--- config.mk ---
export PLATFORM = sky130hd
export DESIGN_NAME = hazard_forward_ctrl_flat
export DESIGN_NICKNAME = d
export VERILOG_FILES = /design/src/rtl/hazard_forward_ctrl_pkg.sv /design/src/rtl/hazard_forward_ctrl_if.sv /design/src/rtl/hazard_forward_ctrl_fwd_select.sv /design/src/rtl/hazard_forward_ctrl.sv /design/src/flat_wrapper.sv
export SDC_FILE = /design/constraint.sdc
export NUM_CORES = 1
export LEC_CHECK = 0
export CAP_MARGIN = 40
export CORE_AREA = 2 2 70 72
export CTS_BUF_LIST = sky130_fd_sc_hd__clkbuf_8
export DETAILED_ROUTE_END_ITERATION = 7
export DIE_AREA = 0 0 72 74
export PLACE_DENSITY = 0.79
export SLEW_MARGIN = 20
export SYNTH_ARGS = -nofsm -noshare
export SYNTH_HDL_FRONTEND = slang
export SYNTH_SLANG_ARGS = --single-unit
--- constraint.sdc ---
create_clock -name clk -period 2.25 [get_ports clk]
set_clock_uncertainty 0.15 [all_clocks]
set_input_delay 0.5625 -clock clk [delete_from_list [all_inputs] [get_ports clk]]
set_output_delay 0.5625 -clock clk [all_outputs]
set_load 0.02 [all_outputs]
--- src/rtl/hazard_forward_ctrl_pkg.sv ---
// Shared definitions for the CPU hazard/forwarding controller: miss FSM
// encodings, operand-forward select codes and the stage-enable bundle.
package cpu_ctrl_pkg;

    localparam int DEF_REG_ADDR_W = 5;

    typedef enum logic [1:0] {
        RUN   = 2'd0,
        IMISS = 2'd1,
        DMISS = 2'd2
    } miss_state_t;

    localparam logic [1:0] FWD_RF  = 2'b00;
    localparam logic [1:0] FWD_WB  = 2'b01;
    localparam logic [1:0] FWD_MEM = 2'b10;

    // Stage-register enables plus the ID/EX bubble request.
    typedef struct packed {
        logic pc_write;
        logic if_id_write;
        logic id_ex_write;
        logic ex_mem_write;
        logic mem_wb_write;
        logic id_ex_flush;
    } stage_ctrl_t;

    // Every stage advances normally.
    function automatic stage_ctrl_t ctrl_run();
        return '{pc_write: 1'b1, if_id_write: 1'b1, id_ex_write: 1'b1,
                 ex_mem_write: 1'b1, mem_wb_write: 1'b1, id_ex_flush: 1'b0};
    endfunction

    // Whole pipeline holds its state.
    function automatic stage_ctrl_t ctrl_freeze();
        return '{pc_write: 1'b0, if_id_write: 1'b0, id_ex_write: 1'b0,
                 ex_mem_write: 1'b0, mem_wb_write: 1'b0, id_ex_flush: 1'b0};
    endfunction

    // Front end holds, a bubble enters ID/EX, back end keeps draining.
    function automatic stage_ctrl_t ctrl_bubble();
        return '{pc_write: 1'b0, if_id_write: 1'b0, id_ex_write: 1'b1,
                 ex_mem_write: 1'b1, mem_wb_write: 1'b1, id_ex_flush: 1'b1};
    endfunction

endpackage

--- src/rtl/hazard_forward_ctrl_if.sv ---
// Bundle of pipeline status inputs and control outputs exchanged between the
// datapath (master) and the hazard/forwarding controller (slave).
interface hazard_forward_ctrl_if
    import cpu_ctrl_pkg::*;
#(
    parameter int REG_ADDR_W = DEF_REG_ADDR_W,
    parameter int CNT_W      = 16
);
    logic [REG_ADDR_W-1:0] ID_Rs;
    logic [REG_ADDR_W-1:0] ID_Rt;
    logic                  ID_UsesRt;
    logic [REG_ADDR_W-1:0] EX_Rs;
    logic [REG_ADDR_W-1:0] EX_Rt;
    logic [REG_ADDR_W-1:0] EX_Rd;
    logic                  EX_RegWrite;
    logic                  EX_MemRead;
    logic [REG_ADDR_W-1:0] MEM_Rd;
    logic                  MEM_RegWrite;
    logic                  MEM_MemAccess;
    logic [REG_ADDR_W-1:0] WB_Rd;
    logic                  WB_RegWrite;
    logic                  icache_ready;
    logic                  dcache_ready;

    logic [1:0]            ForwardA;
    logic [1:0]            ForwardB;
    logic                  PC_Write;
    logic                  IF_ID_Write;
    logic                  ID_EX_Write;
    logic                  EX_MEM_Write;
    logic                  MEM_WB_Write;
    logic                  ID_EX_Flush;
    logic [1:0]            miss_state;
    logic [CNT_W-1:0]      dmiss_cycles;
    logic                  miss_timeout;

    modport master (
        output ID_Rs, ID_Rt, ID_UsesRt, EX_Rs, EX_Rt, EX_Rd, EX_RegWrite,
               EX_MemRead, MEM_Rd, MEM_RegWrite, MEM_MemAccess, WB_Rd,
               WB_RegWrite, icache_ready, dcache_ready,
        input  ForwardA, ForwardB, PC_Write, IF_ID_Write, ID_EX_Write,
               EX_MEM_Write, MEM_WB_Write, ID_EX_Flush, miss_state,
               dmiss_cycles, miss_timeout
    );

    modport slave (
        input  ID_Rs, ID_Rt, ID_UsesRt, EX_Rs, EX_Rt, EX_Rd, EX_RegWrite,
               EX_MemRead, MEM_Rd, MEM_RegWrite, MEM_MemAccess, WB_Rd,
               WB_RegWrite, icache_ready, dcache_ready,
        output ForwardA, ForwardB, PC_Write, IF_ID_Write, ID_EX_Write,
               EX_MEM_Write, MEM_WB_Write, ID_EX_Flush, miss_state,
               dmiss_cycles, miss_timeout
    );

endinterface

--- src/rtl/hazard_forward_ctrl_fwd_select.sv ---
// Operand forward select for one EX source register. The youngest producer
// (MEM) wins over WB; register 0 is never forwarded.
module fwd_select
    import cpu_ctrl_pkg::*;
#(
    parameter int REG_ADDR_W = DEF_REG_ADDR_W
) (
    input  logic [REG_ADDR_W-1:0] src,
    input  logic [REG_ADDR_W-1:0] mem_rd,
    input  logic                  mem_reg_write,
    input  logic [REG_ADDR_W-1:0] wb_rd,
    input  logic                  wb_reg_write,
    output logic [1:0]            sel
);

    // Priority compare: MEM result first, then WB, else register file.
    always_comb begin
        sel = FWD_RF;
        if (mem_reg_write && (mem_rd != '0) && (mem_rd == src)) begin
            sel = FWD_MEM;
        end else if (wb_reg_write && (wb_rd != '0) && (wb_rd == src)) begin
            sel = FWD_WB;
        end
    end

endmodule

--- src/rtl/hazard_forward_ctrl.sv ---
// Central hazard controller: EX operand forwarding, load-use bubble insertion
// and the I/D-cache miss freeze FSM, plus a D-miss stall counter and a sticky
// timeout flag for stuck D-cache accesses.
module hazard_forward_ctrl
    import cpu_ctrl_pkg::*;
#(
    parameter int REG_ADDR_W   = DEF_REG_ADDR_W,
    parameter int CNT_W        = 16,
    parameter int MISS_TIMEOUT = 1024
) (
    input  logic                 clk,
    input  logic                 rst,
    hazard_forward_ctrl_if.slave bus
);

    // Timeout counter just wide enough to hold MISS_TIMEOUT.
    localparam int                TO_W        = $clog2(MISS_TIMEOUT + 1);
    localparam logic [TO_W-1:0]   TO_LIMIT    = TO_W'(MISS_TIMEOUT);
    localparam logic [TO_W-1:0]   TO_LIMIT_M1 = TO_W'(MISS_TIMEOUT - 1);

    miss_state_t      state;
    miss_state_t      state_nxt;
    stage_ctrl_t      ctrl;
    logic             lu;
    logic             dmiss_start;
    logic             dmiss_stall;
    logic [CNT_W-1:0] dmiss_cnt;
    logic [TO_W-1:0]  to_cnt;
    logic             timeout_flag;
    logic [1:0]       fwd_a;
    logic [1:0]       fwd_b;

    function automatic logic [CNT_W-1:0] sat_inc(input logic [CNT_W-1:0] v);
        return (&v) ? v : v + 1'b1;
    endfunction

    fwd_select #(.REG_ADDR_W(REG_ADDR_W)) u_fwd_a (
        .src           (bus.EX_Rs),
        .mem_rd        (bus.MEM_Rd),
        .mem_reg_write (bus.MEM_RegWrite),
        .wb_rd         (bus.WB_Rd),
        .wb_reg_write  (bus.WB_RegWrite),
        .sel           (fwd_a)
    );

    fwd_select #(.REG_ADDR_W(REG_ADDR_W)) u_fwd_b (
        .src           (bus.EX_Rt),
        .mem_rd        (bus.MEM_Rd),
        .mem_reg_write (bus.MEM_RegWrite),
        .wb_rd         (bus.WB_Rd),
        .wb_reg_write  (bus.WB_RegWrite),
        .sel           (fwd_b)
    );

    // Load in EX whose result the ID instruction needs next cycle.
    always_comb begin
        lu = 1'b0;
        if (bus.EX_MemRead && bus.EX_RegWrite && (bus.EX_Rd != '0)) begin
            lu = (bus.EX_Rd == bus.ID_Rs) ||
                 (bus.ID_UsesRt && (bus.EX_Rd == bus.ID_Rt));
        end
    end

    // A stall cycle is counted both on D-miss detection and while waiting.
    assign dmiss_start = bus.MEM_MemAccess && !bus.dcache_ready;
    assign dmiss_stall = (state == DMISS) ? !bus.dcache_ready : dmiss_start;

    // Miss FSM state register.
    always_ff @(posedge clk) begin
        if (rst) begin
            state <= RUN;
        end else begin
            state <= state_nxt;
        end
    end

    // Next state and stage enables; a D-miss always wins over an I-miss.
    always_comb begin
        state_nxt = state;
        ctrl      = ctrl_run();
        unique case (state)
            RUN: begin
                if (dmiss_start) begin
                    ctrl      = ctrl_freeze();
                    state_nxt = DMISS;
                end else if (!bus.icache_ready) begin
                    ctrl      = ctrl_bubble();
                    state_nxt = IMISS;
                end else if (lu) begin
                    ctrl      = ctrl_bubble();
                end
            end
            IMISS: begin
                if (dmiss_start) begin
                    ctrl      = ctrl_freeze();
                    state_nxt = DMISS;
                end else if (!bus.icache_ready) begin
                    ctrl      = ctrl_bubble();
                end else begin
                    state_nxt = RUN;
                    if (lu) begin
                        ctrl = ctrl_bubble();
                    end
                end
            end
            DMISS: begin
                if (!bus.dcache_ready) begin
                    ctrl      = ctrl_freeze();
                end else if (!bus.icache_ready) begin
                    ctrl      = ctrl_bubble();
                    state_nxt = IMISS;
                end else begin
                    state_nxt = RUN;
                end
            end
            default: begin
                state_nxt = RUN;
            end
        endcase
    end

    // D-miss stall counter, per-miss timeout counter and sticky timeout flag.
    always_ff @(posedge clk) begin
        if (rst) begin
            dmiss_cnt    <= '0;
            to_cnt       <= '0;
            timeout_flag <= 1'b0;
        end else if (dmiss_stall) begin
            dmiss_cnt <= sat_inc(dmiss_cnt);
            if (to_cnt != TO_LIMIT) begin
                to_cnt <= to_cnt + 1'b1;
            end
            if (to_cnt == TO_LIMIT_M1) begin
                timeout_flag <= 1'b1;
            end
        end else begin
            to_cnt <= '0;
        end
    end

    assign bus.ForwardA     = fwd_a;
    assign bus.ForwardB     = fwd_b;
    assign bus.PC_Write     = ctrl.pc_write;
    assign bus.IF_ID_Write  = ctrl.if_id_write;
    assign bus.ID_EX_Write  = ctrl.id_ex_write;
    assign bus.EX_MEM_Write = ctrl.ex_mem_write;
    assign bus.MEM_WB_Write = ctrl.mem_wb_write;
    assign bus.ID_EX_Flush  = ctrl.id_ex_flush;
    assign bus.miss_state   = state;
    assign bus.dmiss_cycles = dmiss_cnt;
    assign bus.miss_timeout = timeout_flag;

endmodule

--- src/flat_wrapper.sv ---
// flat-port wrapper written by rule: the top's interface ports become plain ports
module hazard_forward_ctrl_flat import cpu_ctrl_pkg::*;
#(
    parameter int REG_ADDR_W   = DEF_REG_ADDR_W,
    parameter int CNT_W        = 16,
    parameter int MISS_TIMEOUT = 1024
)
  (clk, rst, bus_ID_Rs, bus_ID_Rt, bus_ID_UsesRt, bus_EX_Rs, bus_EX_Rt, bus_EX_Rd, bus_EX_RegWrite, bus_EX_MemRead, bus_MEM_Rd, bus_MEM_RegWrite, bus_MEM_MemAccess, bus_WB_Rd, bus_WB_RegWrite, bus_icache_ready, bus_dcache_ready, bus_ForwardA, bus_ForwardB, bus_PC_Write, bus_IF_ID_Write, bus_ID_EX_Write, bus_EX_MEM_Write, bus_MEM_WB_Write, bus_ID_EX_Flush, bus_miss_state, bus_dmiss_cycles, bus_miss_timeout);
  hazard_forward_ctrl_if #(.REG_ADDR_W(REG_ADDR_W), .CNT_W(CNT_W)) bus_i ();
  input  logic clk;
  input  logic rst;
  input wire logic [$bits(bus_i.ID_Rs)-1:0] bus_ID_Rs;
  input wire logic [$bits(bus_i.ID_Rt)-1:0] bus_ID_Rt;
  input wire logic [$bits(bus_i.ID_UsesRt)-1:0] bus_ID_UsesRt;
  input wire logic [$bits(bus_i.EX_Rs)-1:0] bus_EX_Rs;
  input wire logic [$bits(bus_i.EX_Rt)-1:0] bus_EX_Rt;
  input wire logic [$bits(bus_i.EX_Rd)-1:0] bus_EX_Rd;
  input wire logic [$bits(bus_i.EX_RegWrite)-1:0] bus_EX_RegWrite;
  input wire logic [$bits(bus_i.EX_MemRead)-1:0] bus_EX_MemRead;
  input wire logic [$bits(bus_i.MEM_Rd)-1:0] bus_MEM_Rd;
  input wire logic [$bits(bus_i.MEM_RegWrite)-1:0] bus_MEM_RegWrite;
  input wire logic [$bits(bus_i.MEM_MemAccess)-1:0] bus_MEM_MemAccess;
  input wire logic [$bits(bus_i.WB_Rd)-1:0] bus_WB_Rd;
  input wire logic [$bits(bus_i.WB_RegWrite)-1:0] bus_WB_RegWrite;
  input wire logic [$bits(bus_i.icache_ready)-1:0] bus_icache_ready;
  input wire logic [$bits(bus_i.dcache_ready)-1:0] bus_dcache_ready;
  output wire logic [$bits(bus_i.ForwardA)-1:0] bus_ForwardA;
  output wire logic [$bits(bus_i.ForwardB)-1:0] bus_ForwardB;
  output wire logic [$bits(bus_i.PC_Write)-1:0] bus_PC_Write;
  output wire logic [$bits(bus_i.IF_ID_Write)-1:0] bus_IF_ID_Write;
  output wire logic [$bits(bus_i.ID_EX_Write)-1:0] bus_ID_EX_Write;
  output wire logic [$bits(bus_i.EX_MEM_Write)-1:0] bus_EX_MEM_Write;
  output wire logic [$bits(bus_i.MEM_WB_Write)-1:0] bus_MEM_WB_Write;
  output wire logic [$bits(bus_i.ID_EX_Flush)-1:0] bus_ID_EX_Flush;
  output wire logic [$bits(bus_i.miss_state)-1:0] bus_miss_state;
  output wire logic [$bits(bus_i.dmiss_cycles)-1:0] bus_dmiss_cycles;
  output wire logic [$bits(bus_i.miss_timeout)-1:0] bus_miss_timeout;
  assign bus_i.ID_Rs = bus_ID_Rs;
  assign bus_i.ID_Rt = bus_ID_Rt;
  assign bus_i.ID_UsesRt = bus_ID_UsesRt;
  assign bus_i.EX_Rs = bus_EX_Rs;
  assign bus_i.EX_Rt = bus_EX_Rt;
  assign bus_i.EX_Rd = bus_EX_Rd;
  assign bus_i.EX_RegWrite = bus_EX_RegWrite;
  assign bus_i.EX_MemRead = bus_EX_MemRead;
  assign bus_i.MEM_Rd = bus_MEM_Rd;
  assign bus_i.MEM_RegWrite = bus_MEM_RegWrite;
  assign bus_i.MEM_MemAccess = bus_MEM_MemAccess;
  assign bus_i.WB_Rd = bus_WB_Rd;
  assign bus_i.WB_RegWrite = bus_WB_RegWrite;
  assign bus_i.icache_ready = bus_icache_ready;
  assign bus_i.dcache_ready = bus_dcache_ready;
  assign bus_ForwardA = bus_i.ForwardA;
  assign bus_ForwardB = bus_i.ForwardB;
  assign bus_PC_Write = bus_i.PC_Write;
  assign bus_IF_ID_Write = bus_i.IF_ID_Write;
  assign bus_ID_EX_Write = bus_i.ID_EX_Write;
  assign bus_EX_MEM_Write = bus_i.EX_MEM_Write;
  assign bus_MEM_WB_Write = bus_i.MEM_WB_Write;
  assign bus_ID_EX_Flush = bus_i.ID_EX_Flush;
  assign bus_miss_state = bus_i.miss_state;
  assign bus_dmiss_cycles = bus_i.dmiss_cycles;
  assign bus_miss_timeout = bus_i.miss_timeout;
  hazard_forward_ctrl #(.REG_ADDR_W(REG_ADDR_W), .CNT_W(CNT_W), .MISS_TIMEOUT(MISS_TIMEOUT)) u_core (.clk(clk), .rst(rst), .bus(bus_i));
endmodule
==> out/results.env <==
CLOCKBUFFERDEPTH=2
CTS_HOLD_BUF=0
FMAXACHIEVABLE_MHz=391
TIMING.CRITICAL_PATH.FANOUT_MAX=2
CORE_UM2=4600
WL_PER_CELL_UM=14.1
VIAS_IN_THE_FIRST_GLOBAL_ROUTE=2091
CTS_BUFFERS=5
WORST_HOLD_PATH.NUM_CELLS=1
CLOCK_INSERTION_DELAY_WORST_SKEW_PS=290
CRITICAL-PATH-TOP-DELAY-FAMILY='simple AND/OR/NAND/NOR gates'
RSZ_0062_RAISED_AFTER_GLOBAL_ROUTING='yes'
CLOCK_POWER_SHARE=0.338
LEADING_CELL_TYPE_IN_THE_LAYOUT_FILL_AND_TAPS_EXCLUDED='sky130_fd_sc_hd__buf_4'
SYNTH_TOP_CELLS_BY_AREA='sky130_fd_sc_hd__dfxtp_1 30%, sky130_fd_sc_hd__xor2_1 11%, sky130_fd_sc_hd__xnor2_1 5.7%, sky130_fd_sc_hd__nor2_1 5.1%, sky130_fd_sc_hd__mux2_2 4.5%'
SYNTH.LIB_CELLS_USED.DISTINCT=49
CTS.HTREE.LEVELS=2
RESULT_OF_THE_RUN='finished, violations left'
VIA_COUNT=2209
CLK_PIN_SLEW_WORST_SETUP_HOLD_PATHS_PS=60
GRT_FIRST_PASS_WIRELENGTH_MM=9.03
CRITICAL_PATH.MAX_STAGE_DELAY_PS=540
FINAL-HOLD-VIOLATION-COUNT=0
CP_DATA_REQUIRED_TIME_PS=1540
CRITICAL_PATH.N_BUFFERS_INVERTERS=3
NUMBER_OF_WARNINGS_REPORTED_IN_THE_YOSYS_SYNTHESIS_LOG=0
CELLINTERNALPOWER_W=0.000959
PLACE.DETAILED.INSTANCES=401
FRACTION_OF_FINAL_LAYOUT_CELLS_WITH_DRIVE_STRENGTH_GREATER_THAN_1=0.336
CLOCK_TREE_FROM_TRITONCTS='built'
SWITCHING_POWER_W=0.000366
SYNTH_TOP_AREA_SHARE=0.300
WORSTSETUPENDPOINTTYPE='output port'
SEQPWRFRAC=0.410
VIAS_PER_CELL=5.34
GRT_START_MAX_NET_PINS=11
FP.DIEH_UM=74
YS_SEQ_ELEMENTS=30
FINAL_MAX_SLEW_VIOL_COUNT=0
REG2REG_TO='u_core.bus.dmiss_cycles[12]'
IO_BUFFERS=73
INITIAL_UTILIZATION=0.436
DIE_WIDTH_UM=72
GP_CONGESTION=0.799
FINAL_SETUP_VIOLATION_COUNT=7
SYNTH.YOSYS.SEQ_AREA_SHARE=0.300
FIRST_ITER_VIOLATIONS=33
SYNTHESIS.AREA_UM2=2000
SYNTHCELLS=239
POST-ROUTE-CELL-AREA_UM2=3290
GRT.TOTAL_USAGE=0.216
SHARE_COMB_OF_TOTAL_POWER=0.252
NUMCLOCKSINKS=30
POST-ROUTE-MIN-PERIOD_PS=2560
CRIT_CHAIN='buf_6 -> or4_4 -> o21ai_4 -> buf_6 -> nor4_4 -> nor4_4 -> buf_4'
FILLERS=371
REGISTER_TO_REGISTER_PATH_DEPTH=4
FIN_WORST_HOLD_SLACK_PS=325
MIN_PATH_TYPE='reg2reg'
POSTPLACECELLAREA_UM2=3130
HOLD_PATH_ORIGIN='u_core.bus.miss_timeout'
AREAGROWTHSYNTHTOFINISH_PCT=64.2
CELLLEAKAGEPOWER_nW=1.30
MAPPEDNETLISTNETS=287
FINALNONFILLERCELLS=414
FIN_TOTAL_PWR_W=0.00132
CRIT_TYPE='in2out'
MOST-COMMON-LAYOUT-CELLS='42 x sky130_fd_sc_hd__buf_4, 30 x sky130_fd_sc_hd__dfxtp_1, 27 x sky130_fd_sc_hd__nor2_1'
FINISH.NET_COUNT=407
SLOWEST_STAGE='sky130_fd_sc_hd__or4_4'
ANT_NETS=0
STARTPOINT_TYPE='input port'
HPWLAFTERDP_MM=4.32
LARGEST_VOLTAGE_DROP_ON_THE_VDD_NET_mV=0.328
SYNTH_TOP_CELL_BY_AREA='sky130_fd_sc_hd__dfxtp_1'
MAX-SLEW-MARGIN-REL=0.644
PLACEMENT_ROWS=25
DIE_FOOTPRINT_UM2=5330
TOTALWIRELENGTH_MM=5.85
CTS-ROOT-BUF='sky130_fd_sc_hd__clkbuf_8'
MIN_DELAY_WORST_ENDPOINT='u_core.bus.miss_timeout'
TIMING.CRITICAL_PATH.DEPTH=7
SETUP_WS_PS=-309
WORST-R2R-SETUP-SLACK_PS=240
DIODES=0
GLOBAL_ROUTE.OVERFLOW_TOTAL=0
CAP_VIOL_MAX_COUNT=0
AVGSYNTHCELLAREA_UM2=8.39
DR.PASS1.ITERS=4
SWITCHING_SHARE=0.276
POWER_PER_CELL_AREA_nW_PER_UM2=402
NUM_IO_PINS=74
DRC=0
REG2REG_FROM='u_core.bus.dmiss_cycles[4]'
FINAL.PERIOD_UTILIZATION=1.14
VIOLATED_CHECKS='setup timing'
WORSTPATHARRIVAL_PS=1850
NUMBER_OF_ANTENNA_VIOLATIONS_AT_THE_FIRST_CHECK_IN_GLOBAL_ROUTING=0
WORST_SLEW_PIN_SLEW_PS=530
==> flip-flops by register name (all words and copies together), names as in the netlist <==
signal and cells:
u_core.bus.miss_state 2, u_core.to_cnt 11, u_core.bus.miss_timeout 1, u_core.bus.dmiss_cycles 16
==> through the flow <==
stage | setup slack, ps | setup TNS [ps] | util
6_report | -309 | -1600 | 0.716
3_3_place_gp | -1100 | -12790 | 0.681
5_1_grt | -355 | -1950 | 0.716
2_1_floorplan | -118 | -344 | -
4_1_cts | -441 | -1940 | 0.710
3_5_place_dp | -1130 | -12970 | 0.681
==> area by class of cell <==
cell class / count / area, um^2 / share of cell area
Inverter: 10 / 37.5 / 0.0114
Clock buffer: 6 / 82.6 / 0.0251
Clock inverter: 2 / 8.76 / 0.00266
Tap cell: 54 / 67.6 / 0.0205
Timing Repair Buffer: 119 / 990 / 0.301
Sequential cell: 30 / 601 / 0.182
Multi-Input combinational cell: 193 / 1510 / 0.457
==> cells in the mapped netlist (all sizes together) <==
cell type,number
o221a,1
o21bai,2
o311ai,2
or2,2
nand2b,5
nand3,11
xor2,25
or4,5
a32oi,1
a211oi,6
inv,10
o21a,1
a41o,1
nor2b,9
o211ai,2
clkbuf,2
nor3b,1
dfxtp,30
ha,3
nor4,9
nor3,7
nand3b,1
and4,1
o2111ai,1
o31ai,1
nor2,27
mux2,9
nand4,4
o2bb2ai,1
o311a,2
a2111o,1
mux2i,3
a21oi,7
o21ai,8
nand2,14
a2111oi,1
or3,3
buf,4
xnor2,13
o41ai,2
and3,1
==> power by group through the flow <==
stage	Combinational, W	Sequential (W)	Clock (W)
3_5_place_dp	0.000315	0.000555	0
5_1_grt	0.000358	0.000544	0.000479
6_report	0.000334	0.000543	0.000447
3_3_place_gp	0.000309	0.000555	0
4_1_cts	0.000318	0.000544	0.000458
2_1_floorplan	0.000121	0.000560	0
==> how the worst max path moves through the flow <==
stage                                 end          start
after CTS                 bus_ForwardB[0]  bus_MEM_Rd[2]
after global routing      bus_ForwardB[0]  bus_MEM_Rd[3]
final                     bus_ForwardB[0]  bus_MEM_Rd[3]
after global placement    bus_ForwardB[0]   bus_WB_Rd[1]
after floorplan           bus_ForwardA[0]  bus_MEM_Rd[0]
after detailed placement  bus_ForwardB[0]   bus_WB_Rd[2]
==> kinds of logic after synthesis <==
group                      after synthesis  share of synthesized area
DFF                                     30                      0.300
and+or+nand+nor                        100                      0.267
xor gates and xnor gates                38                      0.166
muxes                                   12                     0.0655
AOI/OAI and AO/OA                       40                      0.147
adders and majority gates                3                     0.0187
buffers and inverters                   16                     0.0362
==> metal layers <==
metal / share of wire / track usage
met5: 0 / 0
met4: 0.013 / 0.0818
met3: 0.073 / 0.0407
met2: 0.49 / 0.396
met1: 0.43 / 0.251
==> timing repair <==
| item | CTS | global route |
|---|---|---|
| gates resized for setup | 141 | 40 |
| pin swaps | 28 | 14 |
| setup endpoints to repair | 17 | 13 |
| buffers inserted | 4 | 1 |
(Power assumes the default switching activity.)
